==> src/rtl/stack_unit.sv <==
// ---------------------------------------------------------------------------
// stack_unit
//   PUSH/POP engine for the MiniRISC CPU. It takes the SP value exported by
//   the register file, does the single data-memory access, then writes the
//   updated SP back through the register-file write port.
//
//   The stack is full-descending. SP == STACK_TOP means the stack is empty.
//   A push stores the byte at SP-1. A pop reads the byte at SP.
//
//   The control unit issues one-cycle requests and then waits for done.
//
// Ports
//   clk, rst        clock and asynchronous active-low reset
//   push_req        start a push of push_data (sampled only while idle)
//   pop_req         start a pop (sampled only while idle; push wins)
//   push_data       byte to push, latched with push_req
//   busy            operation in progress
//   done            one-cycle completion pulse (success or error)
//   pop_data        last successfully popped byte
//   ovf / unf       one-cycle error pulses, coincident with done
//   sp_in           current SP from the register file
//   rf_wr_en        SP write-back strobe
//   rf_addr         write-back address (constant SP_ADDR)
//   rf_wr_data      new SP value
//   mem_addr        data-memory address
//   mem_wr, mem_rd  data-memory strobes (mem_din is valid in the read cycle)
//   mem_dout        data-memory write data
//   mem_din         data-memory read data
// ---------------------------------------------------------------------------
module stack_unit #(
  parameter logic [3:0] SP_ADDR     = 4'd15,
  parameter logic [7:0] STACK_TOP   = 8'd127,
  parameter logic [7:0] STACK_LIMIT = 8'd64
) (
  input  logic       clk,
  input  logic       rst,
  input  logic       push_req,
  input  logic       pop_req,
  input  logic [7:0] push_data,
  output logic       busy,
  output logic       done,
  output logic [7:0] pop_data,
  output logic       ovf,
  output logic       unf,
  input  logic [7:0] sp_in,
  output logic       rf_wr_en,
  output logic [3:0] rf_addr,
  output logic [7:0] rf_wr_data,
  output logic [7:0] mem_addr,
  output logic       mem_wr,
  output logic       mem_rd,
  output logic [7:0] mem_dout,
  input  logic [7:0] mem_din
);

  typedef enum logic [1:0] {
    IDLE     = 2'd0,
    PUSH_MEM = 2'd1,
    POP_MEM  = 2'd2,
    SP_WB    = 2'd3
  } state_e;

  state_e     state_q, state_d;
  logic [7:0] sp_q, sp_d;
  logic       busy_q, busy_d;
  logic       done_q, done_d;
  logic       ovf_q, ovf_d;
  logic       unf_q, unf_d;
  logic       rf_wr_en_q, rf_wr_en_d;
  logic       mem_wr_q, mem_wr_d;
  logic       mem_rd_q, mem_rd_d;
  logic [7:0] pop_data_q, pop_data_d;
  logic [7:0] mem_addr_q, mem_addr_d;
  logic [7:0] mem_dout_q, mem_dout_d;
  logic [7:0] rf_wr_data_q, rf_wr_data_d;

  // True when a push would go below the lowest legal SP.
  function automatic logic is_full(input logic [7:0] sp);
    return (sp == STACK_LIMIT);
  endfunction

  // True when the stack holds nothing to pop.
  function automatic logic is_empty(input logic [7:0] sp);
    return (sp == STACK_TOP);
  endfunction

  // Next-state and next-output logic.
  // Every output is computed one cycle ahead, so the registered value is
  // what the outside world sees while the FSM sits in the matching state.
  always_comb begin
    state_d      = state_q;
    sp_d         = sp_q;
    done_d       = 1'b0;
    ovf_d        = 1'b0;
    unf_d        = 1'b0;
    rf_wr_en_d   = 1'b0;
    mem_wr_d     = 1'b0;
    mem_rd_d     = 1'b0;
    pop_data_d   = pop_data_q;
    mem_addr_d   = mem_addr_q;
    mem_dout_d   = mem_dout_q;
    rf_wr_data_d = rf_wr_data_q;

    case (state_q)
      IDLE: begin
        if (push_req) begin
          sp_d = sp_in;
          if (is_full(sp_in)) begin
            // The push is refused: no memory or register-file activity.
            done_d = 1'b1;
            ovf_d  = 1'b1;
          end else begin
            state_d    = PUSH_MEM;
            mem_wr_d   = 1'b1;
            mem_addr_d = sp_in - 8'd1;
            mem_dout_d = push_data;
          end
        end else if (pop_req) begin
          sp_d = sp_in;
          if (is_empty(sp_in)) begin
            done_d = 1'b1;
            unf_d  = 1'b1;
          end else begin
            state_d    = POP_MEM;
            mem_rd_d   = 1'b1;
            mem_addr_d = sp_in;
          end
        end else begin
          state_d = IDLE;
        end
      end
      PUSH_MEM: begin
        state_d      = SP_WB;
        rf_wr_en_d   = 1'b1;
        done_d       = 1'b1;
        rf_wr_data_d = sp_q - 8'd1;
      end
      POP_MEM: begin
        // Memory read data is valid in the same cycle as mem_rd.
        state_d      = SP_WB;
        pop_data_d   = mem_din;
        rf_wr_en_d   = 1'b1;
        done_d       = 1'b1;
        rf_wr_data_d = sp_q + 8'd1;
      end
      SP_WB: begin
        state_d = IDLE;
      end
      default: begin
        state_d = IDLE;
      end
    endcase

    busy_d = (state_d != IDLE);
  end

  // State and output registers.
  // The asynchronous reset abandons any operation in flight.
  always_ff @(posedge clk or negedge rst) begin
    if (!rst) begin
      state_q      <= IDLE;
      sp_q         <= 8'h00;
      busy_q       <= 1'b0;
      done_q       <= 1'b0;
      ovf_q        <= 1'b0;
      unf_q        <= 1'b0;
      rf_wr_en_q   <= 1'b0;
      mem_wr_q     <= 1'b0;
      mem_rd_q     <= 1'b0;
      pop_data_q   <= 8'h00;
      mem_addr_q   <= 8'h00;
      mem_dout_q   <= 8'h00;
      rf_wr_data_q <= 8'h00;
    end else begin
      state_q      <= state_d;
      sp_q         <= sp_d;
      busy_q       <= busy_d;
      done_q       <= done_d;
      ovf_q        <= ovf_d;
      unf_q        <= unf_d;
      rf_wr_en_q   <= rf_wr_en_d;
      mem_wr_q     <= mem_wr_d;
      mem_rd_q     <= mem_rd_d;
      pop_data_q   <= pop_data_d;
      mem_addr_q   <= mem_addr_d;
      mem_dout_q   <= mem_dout_d;
      rf_wr_data_q <= rf_wr_data_d;
    end
  end

  assign busy       = busy_q;
  assign done       = done_q;
  assign ovf        = ovf_q;
  assign unf        = unf_q;
  assign rf_wr_en   = rf_wr_en_q;
  assign rf_addr    = SP_ADDR;
  assign rf_wr_data = rf_wr_data_q;
  assign mem_addr   = mem_addr_q;
  assign mem_wr     = mem_wr_q;
  assign mem_rd     = mem_rd_q;
  assign mem_dout   = mem_dout_q;
  assign pop_data   = pop_data_q;

endmodule
==> config.mk <==
export PLATFORM = sky130hd
export DESIGN_NAME = stack_unit
export DESIGN_NICKNAME = d
export VERILOG_FILES = /design/src/rtl/stack_unit.sv
export SDC_FILE = /design/constraint.sdc
export NUM_CORES = 1
export LEC_CHECK = 0
export BUFFER_PORTS_ARGS = -buffer_cell sky130_fd_sc_hd__buf_4
export CAP_MARGIN = 20
export CORE_MARGIN = 2
export CORE_UTILIZATION = 50
export CTS_CLUSTER_SIZE = 16
export DETAILED_ROUTE_END_ITERATION = 16
export GPL_ROUTABILITY_DRIVEN = 0
export GPL_TIMING_DRIVEN = 0
export HOLD_SLACK_MARGIN = 0.05
export PLACE_DENSITY = 0.85
export SETUP_SLACK_MARGIN = 0.4
export SYNTH_ARGS = -nofsm -noshare
export SYNTH_HDL_FRONTEND = slang
export SYNTH_SLANG_ARGS = --single-unit
==> constraint.sdc <==
create_clock -name clk -period 3.25 [get_ports clk]
set_input_delay 0.65 -clock clk [delete_from_list [all_inputs] [get_ports clk]]
set_output_delay 0.65 -clock clk [all_outputs]
set_load 0.01 [all_outputs]
==> flow_summary.json <==
{
  "area_share_of_the_largest_cell_type_after_synthesis": 0.506,
  "clkSlewWorstSetupHoldPaths_ps": 90,
  "grt_start_max_net_pins": 50,
  "post_synth_num_cell_types": 44,
  "clockBufferDepth": 2,
  "cp_cell_sequence": "inv_1, ha_1, clkbuf_2, inv_1, ha_1, nor2b_1, o31a_1, o2111ai_1, o211ai_1",
  "ioPinCount": 71,
  "track_usage": 0.172,
  "clock-skew-final_ps": 8.08,
  "synth_area_per_cell_um2": 12.0,
  "cts_max_level": 2,
  "fin_hold_ws_ps": 353,
  "synth_commonest_cells": "sky130_fd_sc_hd__dfrtp_1 (49), sky130_fd_sc_hd__mux2_2 (25), sky130_fd_sc_hd__nand2_1 (14)",
  "grt_first_pass_wirelength_mm": 7.22,
  "clock_sinks": 49,
  "ir_drop_mv": 0.443,
  "reg2reg_setup_slack_ps": 830,
  "reg2regPathDepth": 9,
  "worst_r2r_startpoint": "state_q[0]",
  "finalInstanceArea_um2": 3070,
  "grt_antenna_before_repair": 0,
  "first_global_vias": 1598,
  "drv_slew": 0,
  "crit_path_start": "state_q[0]",
  "power.density_cell_area_nw_per_um2": 990,
  "synth-async-reset-ratio": 1.00,
  "detail-route-antenna-nets": 0,
  "via_count": 1708,
  "max_slew_margin": 0.561,
  "cts_setup_buffers": 0,
  "outcome": "completed",
  "remaining_drc_errors": 0,
  "critical_path.endpoint_type": "flop",
  "leakagePower_uw": 0.00147,
  "ys.warnings.count": 0,
  "insertion_delay_ps": 300,
  "drt_iter0_drc": 58,
  "tritoncts": "yes",
  "synth.most_common_cell": "sky130_fd_sc_hd__dfrtp_1",
  "worstMarginPinSlew_ps": 657,
  "finalPower_uw": 3040,
  "yosysSeqAreaShare": 0.506,
  "required_ps": 3430,
  "cp-start-kind": "flop",
  "fp-row-count": 25,
  "vias_per_cell": 5.16,
  "antenna-diode-count": 0,
  "place_hpwl_mm": 3.40,
  "floorplan.die.width_um": 73.6,
  "grt_setup_unrepaired": "no",
  "die_area_um2": 5410,
  "final_wirelength_mm": 4.51,
  "cts_root_buffer": "sky130_fd_sc_hd__clkbuf_8",
  "report.final.hold_viol_count": 0,
  "max_freq_mhz": 413,
  "ys_dominant_reg_cell": "sky130_fd_sc_hd__dfrtp_1",
  "post-synth-top-area-cell": "sky130_fd_sc_hd__dfrtp_1",
  "min_period_ps": 2420,
  "finalNetCount": 316,
  "crit_path_top_delay_cell": "sky130_fd_sc_hd__dfrtp_1",
  "synth.top_cells.by_area": "sky130_fd_sc_hd__dfrtp_1 (51%), sky130_fd_sc_hd__mux2_2 (12%), sky130_fd_sc_hd__ha_1 (5.7%)",
  "post_cts_hold_buffer_count": 0,
  "timing.critical_path.slowest_cell_delay_ps": 390,
  "period_share": 0.745,
  "drive_above_1_share": 0.426,
  "dpl_cell_area_um2": 2990,
  "maxCapViolCount": 0,
  "number_of_iterations_in_the_first_detailed_routing_pass": 4,
  "dieHeight_um": 73.6,
  "globalRoute.totalOverflow": 0,
  "netlist_area_um2": 2420,
  "setup_total_negative_slack_ps": 0,
  "reg2reg_to": "rf_wr_data[6]",
  "layout.filler_cells": 377,
  "core_region_area_um2": 4690,
  "clock_buffer_count_from_cts": 5,
  "critical_path.max_fanout": 10,
  "synth_seq_cells": 49,
  "drt-wirelength-per-cell_um": 13.6,
  "initial_utilization": 0.516,
  "count_of_flip_flops_with_a_built_in_enable_after_synthesis": 0,
  "port-buffer-count": 65,
  "post_route_core_utilization": 0.655,
  "worst_ep_arrival_time_ps": 2600,
  "setup.worst_path.class": "reg -> reg",
  "layout-area-overhead-vs-synth_pct": 26.9,
  "endpoint": "rf_wr_data[6]",
  "holdCritPathClass": "in -> async",
  "setup_violations": 0,
  "post_synth_inst_count": 201
}
layout by cell type, fill, tap and decap left out, types with 5 or more instances in the layout:
cell type                   n
sky130_fd_sc_hd__o21ai_0   12
sky130_fd_sc_hd__a21oi_1    6
sky130_fd_sc_hd__mux2_2    25
sky130_fd_sc_hd__nor2_1     8
sky130_fd_sc_hd__mux2_4     8
sky130_fd_sc_hd__clkbuf_8   5
sky130_fd_sc_hd__nand2_1   14
sky130_fd_sc_hd__dfrtp_1   49
sky130_fd_sc_hd__inv_1     11
sky130_fd_sc_hd__buf_4     69
sky130_fd_sc_hd__ha_1      11
sky130_fd_sc_hd__xor2_1     6
power by group:
part	internal (µW)	switching, µW	leakage [µW]	total [µW]
logic	869	761	0.000834	1630
registers	911	158	0.000588	1070
clock network	149	191	0.0000450	341
total	1930	1110	0.00147	3040
cell type report:
cell class / instances / area, µm² / area share
multi-input cells: 134 / 1100 / 0.359
inverters: 11 / 41.3 / 0.0134
plain buffers: 10 / 62.6 / 0.0204
well taps: 54 / 67.6 / 0.0220
clock buffers: 6 / 72.6 / 0.0236
flip-flops and latches: 49 / 1230 / 0.399
repair buffers: 65 / 488 / 0.159
clock inverters: 2 / 10.0 / 0.00326
critical path, delay by kind of cell, from the launching register on:
family | cells | cell delay (ps)
buffers and inverters | 3 | 570
adders and majority gates | 2 | 560
and+or+nand+nor | 1 | 160
AOI/OAI and AO/OA | 3 | 620
DFF | 1 | 390
metal layers:
| metal | vias up | routed length (µm) | global-route usage |
|---|---|---|---|
| met5 | - | 0 | 0 |
| met4 | 0 | 56 | 0.0606 |
| met3 | 8 | 217 | 0.0316 |
| met2 | 50 | 2220 | 0.282 |
| met1 | 807 | 2020 | 0.229 |
| li1 | 843 | - | - |
cells by family after synthesis:
| family | Yosys count | share of synthesized area |
|---|---|---|
| compound gates | 34 | 0.0920 |
| flops | 49 | 0.506 |
| fa+ha+maj | 12 | 0.0651 |
| xor+xnor | 8 | 0.0289 |
| mux | 34 | 0.170 |
| buf+inv | 21 | 0.0424 |
| simple gates | 42 | 0.0935 |
| other cells | 1 | 0.00155 |
how the worst min path moves through the flow:
stage                        from       endpoint  slack [ps]  depth (start not counted)
global placement    rf_wr_data[4]  rf_wr_data[4]         470                          1
finish                        rst  rf_wr_data[3]         350                          1
global route                  rst    mem_addr[1]         410                          1
CTS                           rst    pop_data[0]         370                          1
detailed placement  rf_wr_data[4]  rf_wr_data[4]         470                          1
floorplan                     rst           busy         350                          0
timing repair:
action	in CTS	in global routing
resized for setup	0	2
endpoints found under the hold margin	0	0
setup endpoints to repair	0	5
state kept, by name, indices dropped and copies added, names as in the netlist:
name        flops
busy            1
done            1
mem_addr        8
mem_dout        8
mem_rd          1
mem_wr          1
ovf             1
pop_data        8
rf_wr_data      8
rf_wr_en        1
sp_q            8
state_q         2
unf             1
through the flow:
stage,worst slack [ps],std cells
3_3_place_gp,629,323
6_report,829,331
4_1_cts,568,331
3_5_place_dp,566,323
2_1_floorplan,958,204
5_1_grt,641,331
Note: power is estimated with default switching activity, not from simulation.
